## src/rtl/uart_pkg.sv

```systemverilog
// Shared constants for the UART receive-side buffer.
// Holds data/depth defaults and drop-counter geometry.
// Optional statistics are enabled with UART_RX_FIFO_STATS_EN.
package uart_pkg;

    localparam int DBIT_DEF       = 8;
    localparam int DEPTH_LOG2_DEF = 4;

    // Dropped-byte counter geometry (used only when statistics are enabled)
    localparam int                    DROP_CNT_W   = 8;
    localparam logic [DROP_CNT_W-1:0] DROP_CNT_MAX = 8'd255;

    // Saturating increment of the dropped-byte counter
    function automatic logic [DROP_CNT_W-1:0] drop_sat_inc(input logic [DROP_CNT_W-1:0] val);
        return (val == DROP_CNT_MAX) ? val : val + 1'b1;
    endfunction

endpackage

```

## src/rtl/uart_rx_fifo_mem.sv

```systemverilog
// Register-array storage for the receive FIFO: one write port, one async read port.
// Write takes effect on the next rising edge; read is combinational from rd_addr.
// No flow control here; the parent decides when a write is allowed.
module uart_rx_fifo_mem
    import uart_pkg::*;
#(
    parameter int DBIT       = DBIT_DEF,
    parameter int DEPTH_LOG2 = DEPTH_LOG2_DEF
) (
    input  logic                  clock,
    input  logic                  reset,
    input  logic                  wr_en,
    input  logic [DEPTH_LOG2-1:0] wr_addr,
    input  logic [DBIT-1:0]       wr_data,
    input  logic [DEPTH_LOG2-1:0] rd_addr,
    output logic [DBIT-1:0]       rd_data
);

    localparam int DEPTH = 1 << DEPTH_LOG2;

    logic [DBIT-1:0] mem [DEPTH];

    // Storage: cleared on reset so the head reads as zero after reset
    always_ff @(posedge clock or negedge reset) begin
        if (!reset) begin
            for (int i = 0; i < DEPTH; i++) begin
                mem[i] <= '0;
            end
        end else if (wr_en) begin
            mem[wr_addr] <= wr_data;
        end
    end

    assign rd_data = mem[rd_addr];

endmodule

```

## src/rtl/uart_rx_fifo.sv

```systemverilog
// Show-ahead receive FIFO between UART receiver and command interface; optional drop stats (UART_RX_FIFO_STATS_EN).
// Latency: write visible 1 cycle after i_rx_done; pop advances o_data 1 cycle after i_rd.
// Backpressure: none to the receiver; bytes arriving while full (and not popping) are dropped and flagged.
module uart_rx_fifo
    import uart_pkg::*;
#(
    parameter int DBIT       = DBIT_DEF,
    parameter int DEPTH_LOG2 = DEPTH_LOG2_DEF
) (
    input  logic                  i_clock,
    input  logic                  i_reset,
    input  logic [DBIT-1:0]       i_rx_data,
    input  logic                  i_rx_done,
    input  logic                  i_rd,
    input  logic                  i_clr_overrun,
    output logic [DBIT-1:0]       o_data,
    output logic                  o_valid,
    output logic                  o_empty,
    output logic                  o_full,
    output logic [DEPTH_LOG2:0]   o_count,
    output logic                  o_overrun
`ifdef UART_RX_FIFO_STATS_EN
    ,
    output logic [DROP_CNT_W-1:0] o_drop_count
`endif
);

    localparam logic [DEPTH_LOG2:0] DEPTH_CNT = {1'b1, {DEPTH_LOG2{1'b0}}};
    localparam logic [DEPTH_LOG2:0] CNT_ONE   = {{DEPTH_LOG2{1'b0}}, 1'b1};

    logic [DEPTH_LOG2-1:0] wr_ptr;
    logic [DEPTH_LOG2-1:0] rd_ptr;
    logic [DEPTH_LOG2:0]   count;
    logic                  overrun;

    logic full;
    logic empty;
    logic pop;
    logic wr_acc;
    logic drop;

    assign full  = (count == DEPTH_CNT);
    assign empty = (count == '0);

    // A pop is only real when data is present; a write into a full FIFO is
    // still accepted if a pop frees the slot in the same cycle.
    assign pop    = i_rd && !empty;
    assign wr_acc = i_rx_done && (!full || pop);
    assign drop   = i_rx_done && full && !pop;

    uart_rx_fifo_mem #(
        .DBIT       (DBIT),
        .DEPTH_LOG2 (DEPTH_LOG2)
    ) u_mem (
        .clock   (i_clock),
        .reset   (i_reset),
        .wr_en   (wr_acc),
        .wr_addr (wr_ptr),
        .wr_data (i_rx_data),
        .rd_addr (rd_ptr),
        .rd_data (o_data)
    );

    // Pointers and occupancy; pointers wrap by natural binary rollover
    always_ff @(posedge i_clock or negedge i_reset) begin
        if (!i_reset) begin
            wr_ptr <= '0;
            rd_ptr <= '0;
            count  <= '0;
        end else begin
            if (wr_acc) begin
                wr_ptr <= wr_ptr + 1'b1;
            end
            if (pop) begin
                rd_ptr <= rd_ptr + 1'b1;
            end
            case ({wr_acc, pop})
                2'b10:   count <= count + CNT_ONE;
                2'b01:   count <= count - CNT_ONE;
                default: count <= count;
            endcase
        end
    end

    // Sticky overrun flag; a drop in the clear cycle keeps it set
    always_ff @(posedge i_clock or negedge i_reset) begin
        if (!i_reset) begin
            overrun <= 1'b0;
        end else if (drop) begin
            overrun <= 1'b1;
        end else if (i_clr_overrun) begin
            overrun <= 1'b0;
        end
    end

`ifdef UART_RX_FIFO_STATS_EN
    logic [DROP_CNT_W-1:0] drop_cnt;

    // Saturating dropped-byte counter; a drop in the clear cycle restarts it at one
    always_ff @(posedge i_clock or negedge i_reset) begin
        if (!i_reset) begin
            drop_cnt <= '0;
        end else if (drop) begin
            drop_cnt <= i_clr_overrun ? {{(DROP_CNT_W-1){1'b0}}, 1'b1} : drop_sat_inc(drop_cnt);
        end else if (i_clr_overrun) begin
            drop_cnt <= '0;
        end
    end

    assign o_drop_count = drop_cnt;
`endif

    assign o_valid   = !empty;
    assign o_empty   = empty;
    assign o_full    = full;
    assign o_count   = count;
    assign o_overrun = overrun;

endmodule

```

## config.mk

```make
export PLATFORM = sky130hd
export DESIGN_NAME = uart_rx_fifo
export DESIGN_NICKNAME = d
export VERILOG_FILES = /design/src/rtl/uart_pkg.sv /design/src/rtl/uart_rx_fifo_mem.sv /design/src/rtl/uart_rx_fifo.sv
export SDC_FILE = /design/constraint.sdc
export NUM_CORES = 1
export LEC_CHECK = 0
export BUFFER_PORTS_ARGS = -buffer_cell sky130_fd_sc_hd__buf_2
export CAP_MARGIN = 20
export CORE_ASPECT_RATIO = 1.75
export CORE_MARGIN = 4
export CORE_UTILIZATION = 40
export DETAILED_ROUTE_END_ITERATION = 8
export PLACE_DENSITY = 0.62
export SLEW_MARGIN = 20
export SYNTH_ARGS = -nofsm -noshare
export SYNTH_HDL_FRONTEND = slang
export SYNTH_SLANG_ARGS = --single-unit
```

## constraint.sdc

```tcl
create_clock -name i_clock -period 7.7 [get_ports i_clock]
set_clock_uncertainty 0.1 [all_clocks]
set_input_delay 0.77 -clock i_clock [delete_from_list [all_inputs] [get_ports i_clock]]
set_output_delay 0.77 -clock i_clock [all_outputs]
set_load 0.01 [all_outputs]
```

==> results.yml <==
clocking:
  htreeDepth: 4
  cts_hold_buf: 0
  cts.sinks: 142
  clk_pin_slew_worst_paths_ns: 0.06
  cts_resized: 0
  insertion_delay_ns: 0.41
  cts_buffers: 17
  cts_buffer_depth: 2
  cts_root_buffer: "clkbuf_16"
  cts_tree: "yes"
  post_cts_buffers: 0
yosys:
  ys_ff_latch: 142
  synth_fp_nets: 461
  synth_top_family_by_area: "multiplexers"
  synth-adder-area-share_pct: 1.894
  synthSimpleGateAreaFrac_pct: 5.986
  synthesis.instances: 438
  yosys.area.top_type: "dfrtp_1"
  synth.distinct_cells: 38
  muxShareOfSynthArea_pct: 34.79
  yosysSeqAreaShare_pct: 50.75
  avgSynthCellArea_um2: 15.99
  synth_top_area_share_pct: 50.75
  synth-xor-area-share_pct: 1.126
  synth-compound-area-share_pct: 2.698
  synth.cell_area_mm2: 0.007002
  synth_warnings: 0
  synthTopCellsByArea: "dfrtp_1 (51%), mux2_4 (14%), mux2_2 (11%)"
global_routing:
  grt_pass1_vias: 4366
  use_met2_pct: 28.27
  grt.met3_usage_pct: 3.064
  grt_pass1_wl_um: 24910
  grtUsageMet1_pct: 20.46
  grt_max_degree: 85
  antenna_found_initial: 0
  track_usage_pct: 16.59
  busiest_layer: "met2"
  grt-ovfl-total: 0
setup_path:
  cp_max_fo: 29
  crit_path_end_kind: "primary output"
  cp_slowest_cell: "mux4_2"
  crit_path_start_kind: "flop"
  crit_family: "buffers and inverters"
  crit_buf_inv: 2
  cp_slowest_stage_delay_ns: 0.58
  worstSetupPathType: "reg -> out"
  arrival_ns: 2.50
  cp.required_ns: 6.83
  crit_chain: "buf_4 -> mux4_2 -> a22oi_1 -> nand2_1 -> buf_2"
timing:
  slew_violations: 0
  finalSetupTns_ns: 0
  post-route-min-period_ns: 3.367
  relSlewSlack_pct: 19.59
  whs_ns: 0.2857
  max_freq_mhz: 297.0
  finalCritPeriodShare_pct: 43.72
  timing.final.hold_violations: 0
  setup_viol: 0
  worst_pin_slew_ns: 1.200
  rsz0062_at_grt: "false"
final_layout:
  final_common_cell: "dfrtp_1"
  n_fill_cell: 1463
  multi_input_area_mm2: 0.003256
  antenna_cells: 0
  register_area_mm2: 0.003555
  nets: 489
  synthToLayoutAreaGrowth_pct: 12.94
  fin_area_mm2: 0.007908
  layout_common_cells: "dfrtp_1 (141), mux2_2 (67), mux2_4 (64)"
  drive_gt1_share_pct: 50.94
placed_design:
  placed_area_mm2: 0.007298
  portBuffers: 29
  detailed_place_hpwl_um: 10130
  place_congestion: 0.7306
route:
  wl_per_cell_um: 21.41
  drt.antenna.violating_nets: 0
  vias: 3850
  routed_wirelength_um: 15110
  dr.pass1.iters: 4
  via_per_inst: 5.453
  drc: 0
  drt_iter0_drc: 171
die:
  placementRows: 63
  die_h_um: 183.0
  initial_utilization_pct: 40.93
  core_area_mm2: 0.01711
  dieWidth_um: 108.0
  dieArea_mm2: 0.01977
  io-pin-count: 30
run_status:
  status: "finished clean"
worst_hold_path:
  hp-class: "in -> async"
run:
  max_cap_viol_count: 0
power_and_ir_drop:
  worst_ir_drop_vdd_uv: 176.2
  power_mw: 3.582
  p_per_area_mw_per_mm2: 453.0
  p_leak_nw: 3.419
-- power breakdown --
part	switching, mW	leakage (nW)	internal, mW	total [mW]
clock	0.333	0.281	0.516	0.849
sequential	0.227	1.75	1.11	1.34
combinational	0.579	1.39	0.817	1.40
total	1.14	3.42	2.44	3.58
-- synth_stat cells --
cell type and count:
ha_1 9, nor3b_1 1, nand2b_1 3, a22oi_1 16
mux4_2 32, nand3b_1 3, nor2_1 4, fa_1 1
nor3_4 8, o21ai_0 5, xnor2_1 7, nor4_1 1
mux2_4 64, buf_2 3, and2_1 2, clkdlybuf4s50_2 7
o21a_1 1, xor2_1 2, nor3b_4 1, buf_6 1
and3_1 1, nor2b_1 2, or4_4 1, buf_1 3
clkbuf_1 9, nand4_1 5, a21o_2 1, nand3_1 2
nand2_1 18, a21oi_1 2, or2b_2 1, buf_12 1
mux2_2 67, dfrtp_1 142, nor3_2 4, inv_1 6
o311ai_0 1, o31a_1 1
-- logic make-up (layout without fill, tap and decap cells) --
| family | Yosys count | after routing |
|---|---|---|
| AND/OR/NAND/NOR | 57 | 57 |
| XOR/XNOR | 9 | 9 |
| adder cells (fa/ha/maj) | 10 | 10 |
| buffers and inverters | 30 | 71 |
| AO/OA/AOI/OAI | 27 | 27 |
| multiplexers | 163 | 163 |
| flip-flops | 142 | 142 |
-- worst reg2reg max path, delay by kind of cell (launching register included) --
family          cells  cell delay [ns]
simple gates        1             0.59
compound gates      4             0.99
fa+ha+maj           2             0.82
flops               1             0.46
-- worst paths after layout --
path	from	endpoint	slack (ns)	depth (start not counted)
setup / recovery	rd_ptr[0]	o_data[1]	4.33	5
hold / removal	i_reset	wr_ptr[3]	0.29	1
setup reg to reg	o_count[0]	o_count[4]	4.62	7
hold reg to reg	u_mem.mem[98]	u_mem.mem[98]	0.40	1
max in group asynchronous	i_reset	u_mem.mem[121]	5.89	2
min in group i_clock	u_mem.mem[98]	u_mem.mem[98]	0.40	1
-- flip-flops by register name (all words and copies together) (netlist names) --
| signal | count |
|---|---|
| o_overrun | 1 |
| wr_ptr | 4 |
| rd_ptr | 4 |
| o_count | 5 |
| u_mem.mem | 128 |
-- metal layers --
layer	share of wire, %	up-vias
met2	53	69
met5	0	-
met3	2.9	24
met1	41	2063
li1	-	1694
met4	3.5	0
-- metrics by stage --
stage / utilization [%] / worst slack [ns] / instances
final: 46.23 / 4.333 / 706
after global routing: 46.23 / 4.132 / 706
after CTS: 46.23 / 4.265 / 706
after detailed placement: 42.67 / 4.639 / 674
after global placement: 42.67 / 4.706 / 674
after floorplan: - / 4.946 / 438
-- cell type report --
cell class / count / area share, %
Timing Repair Buffer: 33 / 2.294
Sequential cell: 142 / 44.95
Multi-Input combinational cell: 266 / 41.17
Tap cell: 227 / 3.592
Inverter: 6 / 0.2848
Clock buffer: 18 / 5.427
Clock inverter: 14 / 2.278
Note: power is estimated with default switching activity, not from simulation.
